==> src/rtl/div_pkg.sv <==
// Shared types and helpers for the sequential restoring divider.
package div_pkg;

   typedef enum logic [1:0] {IDLE, CALC, DONE} div_state_t;

   function automatic int unsigned cnt_width(input int unsigned width);
      return $clog2(width + 1);
   endfunction

endpackage

==> src/rtl/shift_left_register.sv <==
// Loadable left-shift register: per-bit mux2 feeding a dff, new bit enters at the LSB.
module shift_left_register #(
   parameter int unsigned WIDTH = 8
) (
   input  logic             clk,
   input  logic             rst_n,
   input  logic             load_en,
   input  logic             shift_en,
   input  logic             shift_in,
   input  logic [WIDTH-1:0] d,
   output logic [WIDTH-1:0] q
);

   logic [WIDTH-1:0] shifted;
   logic [WIDTH-1:0] q_d;

   assign shifted = {q[WIDTH-2:0], shift_in};

   for (genvar i = 0; i < WIDTH; i++) begin : g_bit
      assign q_d[i] = load_en ? d[i] : (shift_en ? shifted[i] : q[i]);
   end

   always_ff @(posedge clk) begin
      if (!rst_n) begin
         q <= '0;
      end else begin
         q <= q_d;
      end
   end

endmodule

==> src/rtl/restoring_divider.sv <==
// Unsigned restoring divider: one shift/trial-subtract step per clock, start/busy/done handshake.
module restoring_divider
   import div_pkg::*;
#(
   parameter int unsigned WIDTH = 8
) (
   input  logic             clk,
   input  logic             rst_n,
   input  logic             start,
   input  logic [WIDTH-1:0] dividend,
   input  logic [WIDTH-1:0] divisor,
   output logic             busy,
   output logic             done,
   output logic [WIDTH-1:0] quotient,
   output logic [WIDTH-1:0] remainder,
   output logic             div_by_zero
);

   localparam int unsigned CW = cnt_width(WIDTH);

   div_state_t       state_q, state_d;
   logic [WIDTH-1:0] a_q;
   logic [WIDTH-1:0] m_q;
   logic [CW-1:0]    cnt_q;
   logic [WIDTH-1:0] q_val;
   logic [WIDTH-1:0] q_next;
   logic [WIDTH-1:0] a_next;
   logic [WIDTH:0]   a_shift;
   logic [WIDTH:0]   t;
   logic             accept;
   logic             load_q;
   logic             last;

   assign busy = (state_q == CALC);
   assign done = (state_q == DONE);
   assign last = (cnt_q == CW'(1));

   // The restored A is always below M, so WIDTH bits suffice; only the shifted form needs WIDTH+1.
   assign a_shift = {a_q, q_val[WIDTH-1]};
   assign t       = a_shift - {1'b0, m_q};
   assign a_next  = t[WIDTH] ? a_shift[WIDTH-1:0] : t[WIDTH-1:0];
   assign q_next  = {q_val[WIDTH-2:0], ~t[WIDTH]};

   shift_left_register #(
      .WIDTH(WIDTH)
   ) u_q_reg (
      .clk     (clk),
      .rst_n   (rst_n),
      .load_en (load_q),
      .shift_en(busy),
      .shift_in(~t[WIDTH]),
      .d       (dividend),
      .q       (q_val)
   );

   always_comb begin
      state_d = state_q;
      accept  = 1'b0;
      load_q  = 1'b0;
      case (state_q)
         IDLE, DONE: begin
            state_d = IDLE;
            if (start) begin
               accept = 1'b1;
               if (divisor != '0) begin
                  load_q  = 1'b1;
                  state_d = CALC;
               end else begin
                  state_d = DONE;
               end
            end
         end
         CALC: begin
            if (last) begin
               state_d = DONE;
            end
         end
         default: state_d = IDLE;
      endcase
   end

   always_ff @(posedge clk) begin
      if (!rst_n) begin
         state_q     <= IDLE;
         a_q         <= '0;
         m_q         <= '0;
         cnt_q       <= '0;
         quotient    <= '0;
         remainder   <= '0;
         div_by_zero <= 1'b0;
      end else begin
         state_q <= state_d;
         if (load_q) begin
            m_q         <= divisor;
            a_q         <= '0;
            cnt_q       <= CW'(WIDTH);
            div_by_zero <= 1'b0;
         end else if (accept) begin
            quotient    <= '1;
            remainder   <= dividend;
            div_by_zero <= 1'b1;
         end else if (busy) begin
            a_q   <= a_next;
            cnt_q <= cnt_q - CW'(1);
            if (last) begin
               quotient  <= q_next;
               remainder <= a_next;
            end
         end
      end
   end

endmodule

==> config.mk <==
export PLATFORM = sky130hd
export DESIGN_NAME = restoring_divider
export DESIGN_NICKNAME = d
export VERILOG_FILES = /design/src/rtl/div_pkg.sv /design/src/rtl/shift_left_register.sv /design/src/rtl/restoring_divider.sv
export SDC_FILE = /design/constraint.sdc
export NUM_CORES = 1
export LEC_CHECK = 0
export CORE_ASPECT_RATIO = 1.25
export CORE_MARGIN = 2
export CORE_UTILIZATION = 55
export DETAILED_ROUTE_END_ITERATION = 8
export GPL_TIMING_DRIVEN = 1
export PLACE_DENSITY = 0.85
export RECOVER_POWER = 25
export SLEW_MARGIN = 20
export SYNTH_ARGS = -nofsm -noshare
export SYNTH_HDL_FRONTEND = slang
export SYNTH_HIERARCHICAL = 1
export SYNTH_SLANG_ARGS = --single-unit
==> constraint.sdc <==
create_clock -name clk -period 5.8 [get_ports clk]
set_clock_uncertainty 0.1 [all_clocks]
set_input_delay 1.74 -clock clk [delete_from_list [all_inputs] [get_ports clk]]
set_output_delay 1.74 -clock clk [all_outputs]
set_load 0.005 [all_outputs]
Yosys cells after proc, flatten, opt, wreduce, memory -nomap -nowiden
Cells that the tools add are included.
Word-level totals
  register bits after elaboration: 47
  input port bits: 19
  output and inout bits: 19
  word-level logic and storage cells: 65
Cells by class
  add/sub/neg operators: 2
  equality and inequality tests: 5
  muxes and demuxes: 35
  bitwise gates (word level): 4
  reductions and logical operators: 10
Operators by type and width (number)
  8-bit 2-to-1 mux: 7
  1-bit 2-to-1 mux: 21
  4-bit 2-to-1 mux: 3
  9-bit by 8-bit subtractor with 9-bit output: 1
  8-bit nonzero test: 1
  2-bit 2-to-1 mux: 3
  2-bit nonzero test: 3
  4-bit by 1-bit equality test with 1-bit output, second input constant: 1
  1-bit inverter: 4
  2-bit case mux with 2 select lines: 1
  2-bit AND reduction: 2
  2-bit OR reduction: 2
  4-bit by 1-bit subtractor with 4-bit output, second input constant: 1
  3-bit AND reduction: 1
  2-bit by 1-bit equality test with 1-bit output, second input constant: 1
  2-bit equality test, second input constant: 1
  2-bit zero test: 1
  2-bit by 1-bit != test with 1-bit output, second input constant: 1
  2-bit != test, second input constant: 1

Logic depth before layout (Yosys ltp)
Gate-level depths: netlist (run 1).
  depth in word-level cells: 6
  gate-level depth with buffers: 10
  depth with buffers taken out: 10

Hierarchy
The synthesis (run 1) kept the hierarchy.
By module, submodules not included
  restoring_divider: instances 1, cells an instance 220, area each 1946.9 sq um, sequential area each 780.7 sq um
  shift_left_register: instances 1, cells an instance 35, area each 440.4 sq um, sequential area each 160.2 sq um

Worst setup path before layout (run 1)
Ideal clock, no wire load.
  kind: input to register
  start: input port divisor[4]
  end: register remainder[4]
  setup time: 0.070 ns
  arrival: 3.174 ns
  data required time: 5.630 ns
  setup slack: 2.456 ns
  stages: 7
  path buffers: 1
  cell sequence: or4_1 -> nor2_1 -> nand2_1 -> nand2_1 -> buf_2 -> o221ai_1 -> a21oi_1
On the way
  longest elaborated chain between the ends: 6
Ends and longest elaborated chain
  from (decl): RTL line restoring_divider.sv:11  | input logic [WIDTH-1:0] divisor,
  8-bit nonzero test: RTL line restoring_divider.sv:65  | if (divisor != '0) begin
  1-bit 2-to-1 mux: RTL line restoring_divider.sv:65
  1-bit 2-to-1 mux: RTL line restoring_divider.sv:63  | if (start) begin
  1-bit 2-to-1 mux: RTL line restoring_divider.sv:60  | case (state_q)
  1-bit inverter (no source line)
  3-bit AND reduction (no source line)
  to (signal assigned): RTL line restoring_divider.sv:100  | remainder <= dividend;
  to (signal assigned): RTL line restoring_divider.sv:107  | remainder <= a_next;
  to (decl): RTL line restoring_divider.sv:15  | output logic [WIDTH-1:0] remainder,
Every way passes these cells.
A chain may end at the register's enable or synchronous reset.

Worst setup path in the final report (run 1)
  start: input port divisor[4]
  end: register a_q[1]
On the way
  longest elaborated chain between the ends: 5
Ends and longest elaborated chain
  8-bit nonzero test: RTL line restoring_divider.sv:65
  1-bit 2-to-1 mux: RTL line restoring_divider.sv:65
  1-bit 2-to-1 mux: RTL line restoring_divider.sv:63
  1-bit 2-to-1 mux: RTL line restoring_divider.sv:60
  2-bit OR reduction (no source line)
  to (signal assigned): RTL line restoring_divider.sv:103  | a_q <= a_next;
  to (decl): RTL line restoring_divider.sv:22  | logic [WIDTH-1:0] a_q;
Every way passes these cells.

==> flow_summary.yaml, run 1 <==
status:
  outcome: "finished clean"
clock_tree:
  cts_tree: "built"
  clk_latency_ps: 300
  cts.repair.resized: 0
  cts-root-buf: "clkbuf_8"
  cts.clk_slew.worst_paths_ps: 80
  cts_inserted_buffers: 5
  cts_sinks: 47
  htreeDepth: 2
  cts_buffer_depth: 2
  cts_hold_buf: 0
  post_cts_buffers: 0
layout:
  areaGrowthSynthToFinish_pct: 21.7
  nNetsFinal: 316
  antennaDiodeCount: 0
  final_area_um2: 2910
  fill_cells: 327
  drive_gt1_frac: 0.101
critical_path:
  slowest_stage: "o21ai_1"
  r2r_setup_slack_ps: 2810
  cp_max_fo: 13
  startpoint_type: "input pin"
  cp.arrival_ps: 4470
  required_ps: 5930
  path_cells: "clkdlybuf4s50_1 > or4_1 > o21ai_1 > nand2_1 > or4_4 > o211ai_2"
  end_kind: "flop"
  cpPeakStageDelay_ps: 680
  crit_type: "input pin to flop"
sta:
  timing.final.crit_share: 0.748
  finalSetupTns_ps: 0
  min_period_ps: 4340
  rsz0062_at_grt: "false"
  tightest_slew_ps: 978
  final_hold_viol_count: 0
  setup_ws_ps: 1460
  max_freq_mhz: 230
  slew-limit-headroom: 0.346
  drv_slew: 0
  setup_viol: 0
  hold_ws_ps: 362
yosys:
  async_reset_ff_frac: 0
  yosysSeqAreaShare: 0.394
  synth_ff_type: "dfxtp_1"
  syn_inst: 255
  syn_avg_cell_area_um2: 9.36
  ys_ff_latch: 47
  synth_edf_count: 0
  syn_nets: 285
  synth_cell_types: 48
  syn-cell-area_um2: 2390
  ys.warnings.count: 6
place:
  port-buffer-count: 37
  pre_cts_ws_ps: 1170
  place.gp.congestion: 0.811
  dpl.hpwl_um: 4010
  place_area_um2: 2770
route:
  drc_errors: 0
  drt-initial-drc-count: 139
  wl_per_cell_um: 16.3
  vias: 2053
  ant_nets: 0
  vias_per_cell: 5.99
  drt_pass1_iterations: 4
  drt-total-wl_um: 5580
floorplanning:
  core_um2: 4130
  initial_core_util: 0.578
  io-pin-count: 38
  die_area_um2: 4890
  row_count: 26
  die_h_um: 77.7
  die_w_um: 62.9
power:
  p_leak_nw: 1.28
  power.density_nw_per_um2: 293
  vdd_ir_drop_max_v: 0.000170
hold_path:
  hp-class: "flop to flop"
grt:
  grt_pass1_vias: 2068
  antenna_found_initial: 0
  gr-total-overflow: 0
  grt_max_degree: 30
  grtUsageTotal: 0.246
  grt_pass1_wl_um: 9520
job:
  cap_viol_max_count: 0
## cells by family after synthesis
kind of cell,count (synthesis),synth area share
flip-flops,47,0.394
AO/OA/AOI/OAI,71,0.229
AND/OR/NAND/NOR,74,0.161
buffers and inverters,31,0.0529
adder cells (fa/ha/maj),11,0.0608
XOR/XNOR,6,0.0220
multiplexers,15,0.0802
## cell type report
cell class / instances / area (um2) / share of cell area
tap: 56 / 70.1 / 0.0241
sequential: 47 / 941 / 0.324
clock buffer: 6 / 72.6 / 0.0250
timing repair buffer: 38 / 378 / 0.130
multi-input combinational: 177 / 1320 / 0.454
clock inverter: 2 / 60.1 / 0.0207
inverter: 17 / 63.8 / 0.0220
## worst max-delay path: cells and delay by family
family	cells	cell delay, ps
simple gates	3	1570
buf+inv	1	410
compound gates	2	750
## synth_stat cells (2+ instances only)
cell | count | area [um2]
or2b_1 | 8 | 60.1
inv_1 | 17 | 63.8
nand4_1 | 2 | 12.5
a21oi_1 | 21 | 105
nand3_1 | 2 | 10.0
and3_1 | 3 | 18.8
o221ai_1 | 7 | 61.3
a211oi_1 | 8 | 60.1
mux2_4 | 8 | 120
nor2b_1 | 4 | 25.0
o21ai_0 | 5 | 25.0
xor2_1 | 3 | 26.3
o221a_2 | 7 | 78.8
nand2_1 | 22 | 82.6
nor3_1 | 3 | 15.0
clkbuf_1 | 9 | 33.8
mux2i_1 | 6 | 60.1
ha_1 | 10 | 125
xnor2_1 | 3 | 26.3
dfxtp_1 | 47 | 941
nor2_1 | 20 | 75.1
buf_1 | 2 | 7.51
or4_1 | 3 | 22.5
o211a_1 | 8 | 80.1
nand2b_1 | 2 | 12.5
buf_2 | 2 | 10.0
a22oi_1 | 2 | 15.0
## registers in the layout (all words and copies together), names as in the netlist
register,flops
a_q,8
m_q,8
quotient,8
remainder,8
u_q_reg/q,8
cnt_q,4
state_q,2
div_by_zero,1
## final timing paths
kind / startpoint / end / cells after the start
setup / recovery: divisor[4] / a_q[1] / 6
hold / removal: m_q[3] / m_q[3] / 2
setup reg to reg: u_q_reg/q[7] / u_q_reg/q[0] / 10
hold reg to reg: m_q[3] / m_q[3] / 2
## through the flow
step                total power [mW]   util  cells
CTS                            0.855  0.703    343
floorplan                      0.519      -    255
global route                   0.894  0.703    343
detailed placement             0.575  0.671    335
global placement               0.569  0.671    335
finish                         0.852  0.703    343
## placed cells by master, fill, tap and decap left out, drive strengths merged, types with 2 or more instances in the layout
| cell type | count |
|---|---|
| xor2 | 3 |
| clkbuf | 6 |
| o221a | 7 |
| o211a | 8 |
| and3 | 3 |
| xnor2 | 3 |
| dfxtp | 47 |
| a22oi | 2 |
| nand2 | 22 |
| o21ai | 6 |
| or4 | 4 |
| ha | 10 |
| bufinv | 2 |
| nand2b | 2 |
| mux2 | 9 |
| or2b | 8 |
| a211oi | 9 |
| clkdlybuf4s50 | 21 |
| nor2 | 21 |
| nor2b | 4 |
| nand3 | 2 |
| inv | 17 |
| nor3 | 3 |
| nand4 | 2 |
| a21oi | 21 |
| o221ai | 7 |
| dlygate4sd3 | 16 |
| mux2i | 6 |
## metal layers
metal  track usage  part of all wire  vias to the layer above
met5             0                 0                        -
met4         0.120             0.024                        0
met3        0.0580             0.048                       13
met2         0.441              0.52                       62
met1         0.269              0.41                      988
li1              -                 -                      990
## power breakdown
part | total (mW) | switching, mW | internal, mW | leakage, nW
sequential | 0.357 | 0.0154 | 0.342 | 0.384
combinational | 0.215 | 0.117 | 0.0983 | 0.831
clock | 0.279 | 0.107 | 0.172 | 0.0654
total | 0.852 | 0.239 | 0.612 | 1.28
No activity file was read; power rests on OpenSTA's default activity.
==> run 2: changes to the inputs <==
--- a/config.mk
+++ b/config.mk
@@ -7,10 +7,10 @@
 export LEC_CHECK = 0
 export CORE_ASPECT_RATIO = 1.25
 export CORE_MARGIN = 2
-export CORE_UTILIZATION = 55
+export CORE_UTILIZATION = 48
 export DETAILED_ROUTE_END_ITERATION = 8
 export GPL_TIMING_DRIVEN = 1
-export PLACE_DENSITY = 0.85
+export PLACE_DENSITY = 0.79
 export RECOVER_POWER = 25
 export SLEW_MARGIN = 20
 export SYNTH_ARGS = -nofsm -noshare
==> constraint.sdc (replaced) <==
create_clock -name clk -period 3.9 [get_ports clk]
set_clock_uncertainty 0.1 [all_clocks]
set_input_delay 1.17 -clock clk [delete_from_list [all_inputs] [get_ports clk]]
set_output_delay 1.17 -clock clk [all_outputs]
set_load 0.005 [all_outputs]
==> flow_summary.yaml, run 2 (synthesis gave the netlist of run 1 again) <==
floorplanning:
  die_area_um2: 5560
  row_count: 28
  die_w_um: 67.1
  io-pin-count: 38
  core_um2: 4760
  initial_core_util: 0.501
  die_h_um: 82.8
route:
  vias: 1990
  wl_per_cell_um: 14.9
  ant_nets: 0
  drt-initial-drc-count: 94
  drt-total-wl_um: 5240
  drt_pass1_iterations: 4
  drc_errors: 0
  vias_per_cell: 5.67
layout:
  final_core_util: 0.609
  areaGrowthSynthToFinish_pct: 21.6
  antennaDiodeCount: 0
  layout_commonest_cell: "dfxtp_1"
  drive_gt1_frac: 0.117
  regArea_um2: 941
  nNetsFinal: 321
  multi_input_area_um2: 1320
  fill_cells: 449
  layout_common_cells: "47 x dfxtp_1, 22 x nand2_1, 21 x a21oi_1, 21 x clkdlybuf4s50_1, 20 x nor2_1"
sta:
  timing.final.crit_share: 0.803
  hold_ws_ps: 359
  drv_slew: 0
  tightest_slew_ps: 510
  rsz0062_at_grt: "false"
  final_hold_viol_count: 0
  finalSetupTns_ps: 0
  min_period_ps: 3130
  max_freq_mhz: 319
  slew-limit-headroom: 0.659
  setup_viol: 0
power:
  vdd_ir_drop_max_v: 0.000243
  seqPwrFrac: 0.468
  comb_power_share: 0.276
  power.density_nw_per_um2: 392
  power_mw: 1.14
  p_leak_nw: 1.28
  power.switching_uw: 341
  internal-power_uw: 797
  p_sw_frac: 0.300
  pwr-share-clk: 0.256
clock_tree:
  htreeDepth: 2
  cts_sinks: 47
  cts_buffer_depth: 2
  clk_latency_ps: 290
  cts-root-buf: "clkbuf_8"
  cts_hold_buf: 0
  post_cts_buffers: 0
  cts.repair.resized: 0
  cts_inserted_buffers: 5
  cts_tree: "built"
  cts.clk_slew.worst_paths_ps: 80
job:
  cap_viol_max_count: 0
critical_path:
  cp_max_fo: 11
  crit_type: "input pin to flop"
  cp.arrival_ps: 3230
  r2r_setup_slack_ps: 940
  startpoint_type: "input pin"
  end_kind: "flop"
  required_ps: 4000
grt:
  gr-total-overflow: 0
  antenna_found_initial: 0
  grt_pass1_wl_um: 8940
  grt_pass1_vias: 1921
  grt_max_degree: 30
  grtUsageTotal: 0.203
status:
  outcome: "finished clean"
hold_path:
  hp-class: "flop to flop"
place:
  dpl.hpwl_um: 3890
  place.gp.congestion: 0.755
  port-buffer-count: 37
run 2: cell count changes in the layout (fill, tap and decap cells not counted):
cell	previous run	this run
clkbuf_1	1	0
clkbuf_8	5	6
bufinv_16	2	0
clkinv_2	0	1
buf_4	1	6
run 2: power by group through the flow:
stage / sequential, mW / clock [mW] / combinational (mW)
2_1_floorplan: 0.537 / 0 / 0.236
3_3_place_gp: 0.542 / 0 / 0.305
3_5_place_dp: 0.543 / 0 / 0.313
4_1_cts: 0.532 / 0.300 / 0.316
5_1_grt: 0.537 / 0.321 / 0.345
6_report: 0.532 / 0.292 / 0.314
run 2: worst max-delay path, cell delays in order:
cell and delay (ps):
clkdlybuf4s50_1 410, or4_1 550, o21ai_1 320, buf_4 230, nand2_1 80, buf_4 200
a211oi_1 270
run 2: stage by stage:
stage	instances	setup WS, ps	area (um2)
5_1_grt	351	668	2900
3_5_place_dp	344	480	2820
6_report	351	767	2900
2_1_floorplan	255	1130	2390
3_3_place_gp	344	535	2820
4_1_cts	351	774	2900
run 2: final timing paths:
check             depth (start not counted)           end         start
setup / recovery                          7      cnt_q[1]    divisor[4]
hold / removal                            2        m_q[5]        m_q[5]
setup reg to reg                         10  u_q_reg/q[0]  u_q_reg/q[7]
hold reg to reg                           2        m_q[5]        m_q[5]
run 2: per-layer routing:
metal / global-route usage / vias up / wire [um]
met1: 0.260 / 937 / 2260
met4: 0.0705 / 0 / 86
met2: 0.335 / 50 / 2670
met5: 0 / - / 0
met3: 0.0379 / 8 / 223
li1: - / 995 / -
run 2: layout make-up:
class | count | share of cell area
multi-input cells | 177 | 0.455
flip-flops and latches | 47 | 0.324
repair buffers | 43 | 0.143
clock buffers | 6 | 0.0284
well taps | 60 | 0.0259
inverters | 17 | 0.0220
clock inverters | 1 | 0.00172
==> run 3: changes to the inputs <==
--- a/config.mk
+++ b/config.mk
@@ -7,10 +7,10 @@
 export LEC_CHECK = 0
 export CORE_ASPECT_RATIO = 1.25
 export CORE_MARGIN = 2
-export CORE_UTILIZATION = 48
+export CORE_UTILIZATION = 53
 export DETAILED_ROUTE_END_ITERATION = 8
 export GPL_TIMING_DRIVEN = 1
-export PLACE_DENSITY = 0.79
+export PLACE_DENSITY = 0.82
 export RECOVER_POWER = 25
 export SLEW_MARGIN = 20
 export SYNTH_ARGS = -nofsm -noshare
==> constraint.sdc (replaced) <==
create_clock -name clk -period 3.2 [get_ports clk]
set_clock_uncertainty 0.1 [all_clocks]
set_input_delay 0.96 -clock clk [delete_from_list [all_inputs] [get_ports clk]]
set_output_delay 0.96 -clock clk [all_outputs]
set_load 0.005 [all_outputs]
==> flow_summary.yaml, run 3 (synthesis gave the netlist of run 1 again) <==
route:
  drt-initial-drc-count: 130
  drc_errors: 0
  drt_pass1_iterations: 4
  vias: 2010
  drt-total-wl_um: 5240
  ant_nets: 0
  wl_per_cell_um: 14.9
  vias_per_cell: 5.73
hold_path:
  min-delay-start: "m_q[3]"
  hp-class: "flop to flop"
clock_tree:
  cts.clk_slew.worst_paths_ps: 90
  post_cts_buffers: 0
  cts.repair.resized: 0
  cts_inserted_buffers: 5
  cts-root-buf: "clkbuf_8"
  clk_latency_ps: 300
  cts_hold_buf: 0
  cts_sinks: 47
  cts_tree: "built"
  cts_buffer_depth: 2
  htreeDepth: 2
floorplanning:
  initial_core_util: 0.548
  die_area_um2: 5060
  io-pin-count: 38
  die_w_um: 64.0
  row_count: 27
  core_um2: 4360
  die_h_um: 79.0
layout:
  regArea_um2: 941
  fill_cells: 329
  nNetsFinal: 322
  areaGrowthSynthToFinish_pct: 24.2
  final_area_um2: 2970
  multi_input_area_um2: 1320
  drive_gt1_frac: 0.119
  layout_commonest_cell: "dfxtp_1"
  antennaDiodeCount: 0
  layout_common_cells: "47 x dfxtp_1, 22 x nand2_1, 21 x a21oi_1, 21 x clkdlybuf4s50_1, 20 x nor2_1"
  stdcell_count: 351
job:
  cap_viol_max_count: 0
status:
  outcome: "finished clean"
grt:
  grtUsageTotal: 0.223
  grt_pass1_wl_um: 8920
  antenna_found_initial: 0
  gr-total-overflow: 0
  grt_max_degree: 30
  grt_pass1_vias: 1999
sta:
  min_period_ps: 2930
  drv_slew: 0
  timing.final.crit_share: 0.915
  finalSetupTns_ps: 0
  slew-limit-headroom: 0.638
  tightest_slew_ps: 541
  setup_viol: 0
  setup_ws_ps: 271
  max_freq_mhz: 341
  rsz0062_at_grt: "false"
  hold_ws_ps: 359
  final_hold_viol_count: 0
place:
  pre_cts_ws_ps: 65.2
  place_area_um2: 2830
  dpl.hpwl_um: 3810
  place.gp.congestion: 0.840
  dp_cells: 343
  port-buffer-count: 37
critical_path:
  timing.rr.start: "u_q_reg/q[7]"
  startpoint_type: "flop"
  cp.arrival_ps: 3030
  setup.worst_path.end: "u_q_reg/q[0]"
  reg2reg_depth: 10
  required_ps: 3300
  end_kind: "flop"
  cp-startpoint: "u_q_reg/q[7]"
  r2r_setup_slack_ps: 270
  timing.rr.end: "u_q_reg/q[0]"
  cp_max_fo: 10
  crit_type: "flop to flop"
power:
  p_leak_nw: 1.31
  power.density_nw_per_um2: 522
  vdd_ir_drop_max_v: 0.000364
## run 3: through the flow
step / util / total power, mW
4_1_cts: 0.680 / 1.55
5_1_grt: 0.680 / 1.63
2_1_floorplan: - / 0.941
3_5_place_dp: 0.650 / 1.04
3_3_place_gp: 0.650 / 1.03
6_report: 0.680 / 1.55
## run 3: final cells by class
cell class	count	share of cell area
Tap cell	58	0.0245
Timing Repair Buffer	44	0.147
Clock buffer	6	0.0245
Clock inverter	2	0.0203
Sequential cell	47	0.317
Inverter	17	0.0215
Multi-Input combinational cell	177	0.445
## run 3: worst min-delay path by stage
stage,end,cells after the start
floorplan,m_q[3],2
global placement,m_q[4],2
detailed placement,m_q[5],2
CTS,m_q[5],2
global route,m_q[3],2
finish,m_q[3],2
## run 3: critical path: stages (launching register included)
cell      delay, ps
dfxtp_1         390
inv_1            60
ha_1            210
fa_1            400
nand2b_1        190
a211o_1         330
a41o_1          360
nor2_8          230
inv_1           110
mux2_4          260
o211a_1         200
## run 3: routing by layer
layer | track usage | part of all wire | up-vias
met5 | 0 | 0 | -
met4 | 0.0870 | 0.017 | 0
met3 | 0.0425 | 0.045 | 10
met2 | 0.406 | 0.51 | 64
met1 | 0.253 | 0.43 | 932
li1 | - | - | 1004
## run 3: power by group
part | internal (mW) | leakage [nW] | switching [mW] | total, mW
clock | 0.312 | 0.0654 | 0.201 | 0.513
combinational | 0.183 | 0.862 | 0.204 | 0.387
sequential | 0.620 | 0.384 | 0.0279 | 0.648
total | 1.11 | 1.31 | 0.433 | 1.55
